===== src/rtl/move_controller_if.sv =====
// Bus between the movement FSM and its environment: frame/button inputs,
// collision checker flags and the candidate/committed positions.
interface move_controller_if;
    logic       frame_tick;
    logic       btn_up;
    logic       btn_down;
    logic       btn_left;
    logic       btn_right;
    logic [6:0] tamanho;
    logic       colisao_min_y;
    logic       colisao_max_y;
    logic       colisao_min_x;
    logic       colisao_max_x;
    logic [9:0] cand_x;
    logic [8:0] cand_y;
    logic [9:0] xPos;
    logic [8:0] yPos;
    logic       busy;
    logic       tick_missed;

    modport master (
        output frame_tick, btn_up, btn_down, btn_left, btn_right, tamanho,
               colisao_min_y, colisao_max_y, colisao_min_x, colisao_max_x,
        input  cand_x, cand_y, xPos, yPos, busy, tick_missed
    );

    modport slave (
        input  frame_tick, btn_up, btn_down, btn_left, btn_right, tamanho,
               colisao_min_y, colisao_max_y, colisao_min_x, colisao_max_x,
        output cand_x, cand_y, xPos, yPos, busy, tick_missed
    );
endinterface


===== src/rtl/move_controller.sv =====
// Per-frame object mover: proposes a vertical then a horizontal step, waits for
// the external collision checkers to settle and commits each step if legal.
module move_controller #(
    parameter int STEP     = 1,
    parameter int WAIT_CYC = 2,
    parameter int X_INIT   = 20,
    parameter int Y_INIT   = 20
) (
    input  logic             VGA_clk,
    input  logic             rst_n,
    move_controller_if.slave bus
);

    typedef enum logic [2:0] {
        IDLE, V_PROP, V_WAIT, V_DEC, H_PROP, H_WAIT, H_DEC
    } state_t;

    localparam logic [3:0] LAST_WAIT = 4'(WAIT_CYC - 1);

    state_t      r_state;
    state_t      w_next;
    logic [3:0]  r_btn;
    logic [3:0]  r_cnt;
    logic [9:0]  r_x;
    logic [8:0]  r_y;
    logic [10:0] r_cand_x;
    logic [10:0] r_cand_y;
    logic        r_tick_missed;

    logic        w_latch, w_load_v, w_load_h, w_cnt_clr, w_cnt_inc;
    logic        w_commit_x, w_commit_y;
    logic        w_v_up, w_v_dn, w_h_left, w_h_right, w_v_none, w_h_none;
    logic        w_y_ok, w_x_ok, w_y_flag, w_x_flag;
    logic [10:0] w_cy, w_cx;

    // r_btn = {up, down, left, right}; opposing requests cancel out
    assign w_v_up    = r_btn[3] & ~r_btn[2];
    assign w_v_dn    = r_btn[2] & ~r_btn[3];
    assign w_h_left  = r_btn[1] & ~r_btn[0];
    assign w_h_right = r_btn[0] & ~r_btn[1];
    assign w_v_none  = ~(w_v_up | w_v_dn);
    assign w_h_none  = ~(w_h_left | w_h_right);

    assign w_cy = w_v_up   ? ({2'b00, r_y} - 11'(STEP)) : ({2'b00, r_y} + 11'(STEP));
    assign w_cx = w_h_left ? ({1'b0, r_x} - 11'(STEP))  : ({1'b0, r_x} + 11'(STEP));

    // Bit 10 set means the 11-bit candidate went negative
    assign w_y_ok   = ~r_cand_y[10] && ((r_cand_y + {4'b0, bus.tamanho}) <= 11'd480);
    assign w_x_ok   = ~r_cand_x[10] && ((r_cand_x + {4'b0, bus.tamanho}) <= 11'd640);
    assign w_y_flag = w_v_up   ? bus.colisao_min_y : bus.colisao_max_y;
    assign w_x_flag = w_h_left ? bus.colisao_min_x : bus.colisao_max_x;

    always_comb begin
        w_next     = r_state;
        w_latch    = 1'b0;
        w_load_v   = 1'b0;
        w_load_h   = 1'b0;
        w_cnt_clr  = 1'b0;
        w_cnt_inc  = 1'b0;
        w_commit_x = 1'b0;
        w_commit_y = 1'b0;
        case (r_state)
            IDLE: begin
                if (bus.frame_tick) begin
                    w_latch = 1'b1;
                    w_next  = V_PROP;
                end
            end
            V_PROP: begin
                // No vertical move: do the H_PROP work in this same cycle
                if (w_v_none) begin
                    if (w_h_none) begin
                        w_next = IDLE;
                    end else begin
                        w_load_h  = 1'b1;
                        w_cnt_clr = 1'b1;
                        w_next    = H_WAIT;
                    end
                end else begin
                    w_load_v  = 1'b1;
                    w_cnt_clr = 1'b1;
                    w_next    = V_WAIT;
                end
            end
            V_WAIT: begin
                if (r_cnt == LAST_WAIT) w_next = V_DEC;
                else                    w_cnt_inc = 1'b1;
            end
            V_DEC: begin
                w_commit_y = ~w_y_flag & w_y_ok;
                w_next     = H_PROP;
            end
            H_PROP: begin
                if (w_h_none) begin
                    w_next = IDLE;
                end else begin
                    w_load_h  = 1'b1;
                    w_cnt_clr = 1'b1;
                    w_next    = H_WAIT;
                end
            end
            H_WAIT: begin
                if (r_cnt == LAST_WAIT) w_next = H_DEC;
                else                    w_cnt_inc = 1'b1;
            end
            H_DEC: begin
                w_commit_x = ~w_x_flag & w_x_ok;
                w_next     = IDLE;
            end
            default: w_next = IDLE;
        endcase
    end

    always_ff @(posedge VGA_clk or negedge rst_n) begin
        if (!rst_n) begin
            r_state       <= IDLE;
            r_btn         <= '0;
            r_cnt         <= '0;
            r_x           <= 10'(X_INIT);
            r_y           <= 9'(Y_INIT);
            r_cand_x      <= 11'(X_INIT);
            r_cand_y      <= 11'(Y_INIT);
            r_tick_missed <= 1'b0;
        end else begin
            r_state       <= w_next;
            r_tick_missed <= bus.frame_tick && (r_state != IDLE);
            if (w_latch)
                r_btn <= {bus.btn_up, bus.btn_down, bus.btn_left, bus.btn_right};
            if (w_load_v) begin
                r_cand_y <= w_cy;
                r_cand_x <= {1'b0, r_x};
            end
            if (w_load_h) begin
                r_cand_x <= w_cx;
                r_cand_y <= {2'b00, r_y};
            end
            if (w_cnt_clr)      r_cnt <= '0;
            else if (w_cnt_inc) r_cnt <= r_cnt + 4'd1;
            if (w_commit_y) r_y <= r_cand_y[8:0];
            if (w_commit_x) r_x <= r_cand_x[9:0];
        end
    end

    assign bus.cand_x      = (r_state == IDLE) ? r_x : r_cand_x[9:0];
    assign bus.cand_y      = (r_state == IDLE) ? r_y : r_cand_y[8:0];
    assign bus.xPos        = r_x;
    assign bus.yPos        = r_y;
    assign bus.busy        = (r_state != IDLE);
    assign bus.tick_missed = r_tick_missed;

endmodule


===== src/flat_wrapper.sv =====
// flat-port wrapper written by rule: the top's interface ports become plain ports
module move_controller_flat 
#(
    parameter int STEP     = 1,
    parameter int WAIT_CYC = 2,
    parameter int X_INIT   = 20,
    parameter int Y_INIT   = 20
)
  (VGA_clk, rst_n, bus_frame_tick, bus_btn_up, bus_btn_down, bus_btn_left, bus_btn_right, bus_tamanho, bus_colisao_min_y, bus_colisao_max_y, bus_colisao_min_x, bus_colisao_max_x, bus_cand_x, bus_cand_y, bus_xPos, bus_yPos, bus_busy, bus_tick_missed);
  move_controller_if bus_i ();
  input  logic VGA_clk;
  input  logic rst_n;
  input wire logic [$bits(bus_i.frame_tick)-1:0] bus_frame_tick;
  input wire logic [$bits(bus_i.btn_up)-1:0] bus_btn_up;
  input wire logic [$bits(bus_i.btn_down)-1:0] bus_btn_down;
  input wire logic [$bits(bus_i.btn_left)-1:0] bus_btn_left;
  input wire logic [$bits(bus_i.btn_right)-1:0] bus_btn_right;
  input wire logic [$bits(bus_i.tamanho)-1:0] bus_tamanho;
  input wire logic [$bits(bus_i.colisao_min_y)-1:0] bus_colisao_min_y;
  input wire logic [$bits(bus_i.colisao_max_y)-1:0] bus_colisao_max_y;
  input wire logic [$bits(bus_i.colisao_min_x)-1:0] bus_colisao_min_x;
  input wire logic [$bits(bus_i.colisao_max_x)-1:0] bus_colisao_max_x;
  output wire logic [$bits(bus_i.cand_x)-1:0] bus_cand_x;
  output wire logic [$bits(bus_i.cand_y)-1:0] bus_cand_y;
  output wire logic [$bits(bus_i.xPos)-1:0] bus_xPos;
  output wire logic [$bits(bus_i.yPos)-1:0] bus_yPos;
  output wire logic [$bits(bus_i.busy)-1:0] bus_busy;
  output wire logic [$bits(bus_i.tick_missed)-1:0] bus_tick_missed;
  assign bus_i.frame_tick = bus_frame_tick;
  assign bus_i.btn_up = bus_btn_up;
  assign bus_i.btn_down = bus_btn_down;
  assign bus_i.btn_left = bus_btn_left;
  assign bus_i.btn_right = bus_btn_right;
  assign bus_i.tamanho = bus_tamanho;
  assign bus_i.colisao_min_y = bus_colisao_min_y;
  assign bus_i.colisao_max_y = bus_colisao_max_y;
  assign bus_i.colisao_min_x = bus_colisao_min_x;
  assign bus_i.colisao_max_x = bus_colisao_max_x;
  assign bus_cand_x = bus_i.cand_x;
  assign bus_cand_y = bus_i.cand_y;
  assign bus_xPos = bus_i.xPos;
  assign bus_yPos = bus_i.yPos;
  assign bus_busy = bus_i.busy;
  assign bus_tick_missed = bus_i.tick_missed;
  move_controller #(.STEP(STEP), .WAIT_CYC(WAIT_CYC), .X_INIT(X_INIT), .Y_INIT(Y_INIT)) u_core (.VGA_clk(VGA_clk), .rst_n(rst_n), .bus(bus_i));
endmodule

===== config.mk =====
export PLATFORM = sky130hd
export DESIGN_NAME = move_controller_flat
export DESIGN_NICKNAME = d
export VERILOG_FILES = /design/src/rtl/move_controller_if.sv /design/src/rtl/move_controller.sv /design/src/flat_wrapper.sv
export SDC_FILE = /design/constraint.sdc
export NUM_CORES = 1
export LEC_CHECK = 0
export BUFFER_PORTS_ARGS = -buffer_cell sky130_fd_sc_hd__buf_2
export CAP_MARGIN = 20
export CORE_ASPECT_RATIO = 0.6
export CORE_MARGIN = 2
export CORE_UTILIZATION = 52
export DETAILED_ROUTE_END_ITERATION = 12
export GPL_TIMING_DRIVEN = 0
export PLACE_DENSITY = 0.74
export SYNTH_ARGS = -nofsm -noshare
export SYNTH_HDL_FRONTEND = slang
export SYNTH_SLANG_ARGS = --single-unit

===== constraint.sdc =====
create_clock -name VGA_clk -period 6.6 [get_ports VGA_clk]
set_input_delay 0.33 -clock VGA_clk [delete_from_list [all_inputs] [get_ports VGA_clk]]
set_output_delay 0.33 -clock VGA_clk [all_outputs]
set_load 0.01 [all_outputs]

# Yosys cells after proc, flatten, opt, wreduce, memory -nomap -nowiden
# Cells that the tools add are included.
[word_totals]
reg_bits = 53
output_inout_bits = 40
in_bits = 18
[op_classes]
bitwise = 16
magnitude_cmp = 2
n_addsub = 7
n_mux = 31
n_reduce_logical = 9
n_eq_ne = 10
[op_table]
columns = ["op", "n"]
rows = [
  ["11-bit 2-to-1 mux", 6],
  ["11-bit by 7-bit adder with 11-bit output", 2],
  ["3-bit one-hot mux with 6 select lines", 1],
  ["3-bit 2-to-1 mux", 5],
  ["1-bit 2-to-1 mux", 13],
  ["10-bit by 1-bit adder with 11-bit output, second input constant", 1],
  ["11-bit by 10-bit less-or-equal comparator with 1-bit output, second input constant", 1],
  ["11-bit by 9-bit less-or-equal comparator with 1-bit output, second input constant", 1],
  ["10-bit by 1-bit subtractor with 11-bit output, second input constant", 1],
  ["9-bit by 1-bit adder with 10-bit output, second input constant", 1],
  ["10-bit 2-to-1 mux", 1],
  ["9-bit by 1-bit subtractor with 10-bit output, second input constant", 1],
  ["3-bit == test, second input constant", 3],
  ["9-bit 2-to-1 mux", 1],
  ["4-bit 2-to-1 mux", 2],
  ["1-bit inverter", 8],
  ["1-bit bitwise AND", 6],
  ["3-bit by 2-bit == test with 1-bit output, second input constant", 2],
  ["4-bit by 1-bit adder with 4-bit output, second input constant", 1],
  ["4-bit by 1-bit == test with 1-bit output, second input constant", 1],
  ["2-bit by 1-bit inequality test with 1-bit output, second input constant", 2],
  ["1-bit one-hot mux with 2 select lines", 2],
  ["2-bit nonzero test", 2],
  ["3-bit by 1-bit == test with 1-bit output, second input constant", 1],
  ["7 further kinds", 10],
]

# Longest topological paths before layout
[depth]
ltp_word = 7
depth_mapped = 10
ltp_nobuf = 10

# Least setup slack after synthesis
# No wires, ideal clock.
[synth_path]
kind = "reg2reg"
startpoint = "reg u_core.r_cand_y[0]"
endpoint = "reg u_core.r_y[0], in the netlist u_core.bus.yPos[0]"
path_slack_ns = 3.864
arrival_ns = 2.612
path_stages_with_launch = 9
synth_period_minus_slack_ns = 2.736
required_ns = 6.475
n_path_buf = 0
path_cell_list = "dfrtp_1 ha_1 fa_1 a211oi_1 o21bai_1 a21oi_1 xor2_1 o41ai_4 mux2_2"
[synth_via]
elab_chain_len = 5
[synth_rtl]
columns = ["element", "line_no", "source"]
rows = [
  ["start, declared", "move_controller.sv:27", "logic [10:0] r_cand_y;"],
  ["start signal, assigned", "move_controller.sv:122", "r_cand_y <= 11'(Y_INIT);"],
  ["start signal, assigned", "move_controller.sv:130", "r_cand_y <= w_cy;"],
  ["start signal, assigned", "move_controller.sv:135", "r_cand_y <= {2'b00, r_y};"],
  ["11-bit by 7-bit adder with 11-bit output", "move_controller.sv:48", "assign w_y_ok = ~r_cand_y[10] && ((r_cand_y + {4'b0, bus.tamanho}) <= 11'd480);"],
  ["11-bit by 9-bit less-or-equal comparator with 1-bit output", "move_controller.sv:48", ""],
  ["1-bit logical AND", "move_controller.sv:48", ""],
  ["1-bit bitwise AND", "move_controller.sv:90", "w_commit_y = ~w_y_flag & w_y_ok;"],
  ["1-bit 2-to-1 mux", "move_controller.sv:62", "case (r_state)"],
  ["end signal, assigned", "move_controller.sv:120", "r_y <= 9'(Y_INIT);"],
  ["end signal, assigned", "move_controller.sv:139", "if (w_commit_y) r_y <= r_cand_y[8:0];"],
  ["end, declared", "move_controller.sv:25", "logic [8:0] r_y;"],
]
# Parallel ways exist; a longest one is shown, timed or not.
# A chain may end at the register's enable or synchronous reset.

# Final worst setup path
[layout_path]
startpoint = "reg u_core.r_cand_y[0]"
endpoint = "reg u_core.r_y[1], in the netlist u_core.bus.yPos[1]"
[layout_via]
elab_chain_len = 5
[layout_rtl]
columns = ["element", "line_no"]
rows = [
  ["11-bit by 7-bit adder with 11-bit output", "move_controller.sv:48"],
  ["11-bit by 9-bit less-or-equal comparator with 1-bit output", "move_controller.sv:48"],
  ["1-bit logical AND", "move_controller.sv:48"],
  ["1-bit bitwise AND", "move_controller.sv:90"],
  ["1-bit 2-to-1 mux", "move_controller.sv:62"],
]
# Every way passes these cells.

==> run metrics <==
worst vdd rail ir drop 0.208 mV; Worst-Margin Slew 1000 ps; met1 WL 5520 microns; Post-CTS Resized 0; Root Buffer clkbuf_16; clk sinks 53; Max Clock Skew 6.12 ps; Design Area, Final 4620 sq um; DRT Pass-1 Iters 5; leading area contributor after synthesis dfrtp_1; simple-gate share of the synthesized area 15.7%; Startpoint Class register; crit end category register; Fmax achieved 0.308 GHz; most common cell after layout, fill and taps aside buf_2; Chip Height 72.2 microns; status complete, no violations; DRT iter0 DRCs 278; clock network fraction of total power 13.4%; max_slew headroom 32.7%; hold crit path type in -> async; Netlist cell types 65; ys async rst share 100%; Leak 2.16 nW; cell total after placement 582; compound-gate portion of the synthesized area 21.9%; Final #Nets 535; Int Pwr 0.00118 W; Via density 6.08; via total after detailed routing 3583; H-tree levels 2; Setup Viol. Count Final 0; largest family of logic cells by synthesized area compound AO/OA/AOI/OAI gates; Post-Synth Adder-Cell Area 10.5%; Reg power frac 27.8%; Clock Latency Late Sink 290 ps; total CTS buffers 5; Worst EP required 6780 ps; Placed Area 4460 sq um; Post-DRT Antenna Nets 0; Power Dens Cells 471 nW/um^2; Post-Syn Area 4030 sq um; initial antenna violation count 0; num ports 58; Setup Fix Bufs, Post-CTS 0; Setup TNS 0 ps; die area 8490 sq um; DRT Wirelength 10700 microns; GRT Overall Usage 25.9%; proportion of layout cells with a drive suffix above 1 24.9%; Port Buf Inserts 57; Comb pwr share 58.8%; unrepaired setup endpoints after global routing no; GP Congestion 0.899; EDFF count, synth 0; most frequent cells in the layout buf_2 (58), dfrtp_1 (45), mux2_2 (37), nand2_1 (32), ha_1 (29); net switching power 0.000996 W; detailed placement HPWL 8290 microns; metal2 WL 4340 microns; Synth Register Bits 53; vias in the first global route 3298; hold buffers post-CTS 0; global-route wire length before repair 17500 microns; Warnings, synthesis 0; Final Hold Viols 0; highest routed layer met4; Seq/Total Area, Yosys 33.2%; Cell Rows 24; Mapped Nets 470; Clk pin slew, worst setup/hold paths 70 ps; GRT overflow 0; post-synthesis mux area share 10.9%; Die X 118 microns; ys flop type dfrtp_1; Sw Share 45.8%; Crit Path Max Fanout 8; met3 wire length 772 microns; pin count of the biggest net entering global routing 36; Synth Area in XOR/XNOR 5.00%; period utilisation layout 49.3%; min cycle time layout 3250 ps; dominant cells by area after synthesis dfrtp_1 (28%), mux2_2 (10%), ha_1 (9.0%); n_diodes 0; Initial Utilization 54.5%; DRC Markers 0; Gate Count Post-Synth 420; CP arrival 3430 ps; post-route insts no fill 589; core footprint 7390 sq um; CTS tree built; Yosys top cell area share 28.0%; WL/cell 18.1 microns; Layout area overhead 14.8%; Setup Crit Path Kind reg -> reg; max-cap violations 0; clk buf depth 2; Slew Limit Fails 0; mean area per synthesized cell 9.59 sq um
[layout make-up]
class	instances	area, sq um
Buffer	13	50.0
Clock buffer	5	125
Clock inverter	2	35.0
Fill cell	631	2760
Inverter	17	63.8
Multi-Input combinational cell	337	2580
Sequential cell	53	1340
Tap cell	104	130
Timing Repair Buffer	58	305
[Yosys cell counts, drive strengths merged (10+ instances only)]
cell type and count:
xor2 11, inv 17, nand2 32, o21a 10
a211oi 11, clkbuf 10, mux2 38, dfrtp 45
a21oi 17, ha 29, xnor2 12, nor2 22
o21ai 29, nor3 16
[logic make-up after synthesis]
group | after synthesis
XOR/XNOR | 23
buffers and inverters | 30
multiplexers | 39
adder cells (fa/ha/maj) | 32
flip-flops | 53
AO/OA/AOI/OAI | 123
AND/OR/NAND/NOR | 120
[critical path: stages (launching register included)]
cell and delay [ps]:
dfrtp_1 430, ha_1 250, fa_1 440, a211oi_1 400
o21bai_1 150, a21oi_1 190, xor2_1 140, o41ai_4 730
mux2_2 410
[flip-flops by register name, summed over array words and instances (netlist names)]
name / cells
u_core.bus.tick_missed: 1
u_core.bus.yPos: 9
u_core.r_cand_x: 11
u_core.r_state: 3
u_core.r_cand_y: 11
u_core.r_btn: 4
u_core.r_cnt: 4
u_core.bus.xPos: 10
[routing by layer]
layer | up-vias | global-route usage, %
li1 | 1712 | -
met1 | 1713 | 40.0
met2 | 148 | 38.7
met3 | 10 | 5.27
met4 | 0 | 3.08
met5 | - | 0
[through the flow]
| stage | power (W) | hold WS, ps | util (%) | worst slack, ps |
|---|---|---|---|---|
| 6_report | 0.00218 | 6.66 | 62.6 | 3350 |
| 5_1_grt | 0.00235 | 37.1 | 62.6 | 3150 |
| 4_1_cts | 0.00217 | 14.9 | 62.6 | 3360 |
| 3_5_place_dp | 0.00186 | 324 | 60.4 | 3340 |
| 3_3_place_gp | 0.00182 | 465 | 60.1 | 3420 |
| 2_1_floorplan | 0.00149 | 34.4 | - | 3860 |
[power groups by stage]
stage / clock (W) / combinational, W / sequential [W]
after floorplan: 0 / 0.000909 / 0.000580
after global placement: 0 / 0.00122 / 0.000595
after detailed placement: 0 / 0.00126 / 0.000606
after CTS: 0.000300 / 0.00127 / 0.000601
after global routing: 0.000314 / 0.00141 / 0.000623
final: 0.000291 / 0.00128 / 0.000606
[worst paths after layout]
kind                            cells past startpoint                 from                  end  slack (ps)
worst max-delay path                                8   u_core.r_cand_y[0]   u_core.bus.yPos[1]        3350
worst min-delay path                                1                rst_n      u_core.r_btn[3]           7
worst max register to register                      8   u_core.r_cand_y[0]   u_core.bus.yPos[1]        3350
worst min register to register                      2  u_core.r_cand_y[10]  u_core.r_cand_y[10]         490
max in group asynchronous                           2                rst_n   u_core.r_cand_x[4]        5970
min in group VGA_clk                                2        bus_btn_right      u_core.r_btn[0]         280
Power figures use the tool's default switching activity.
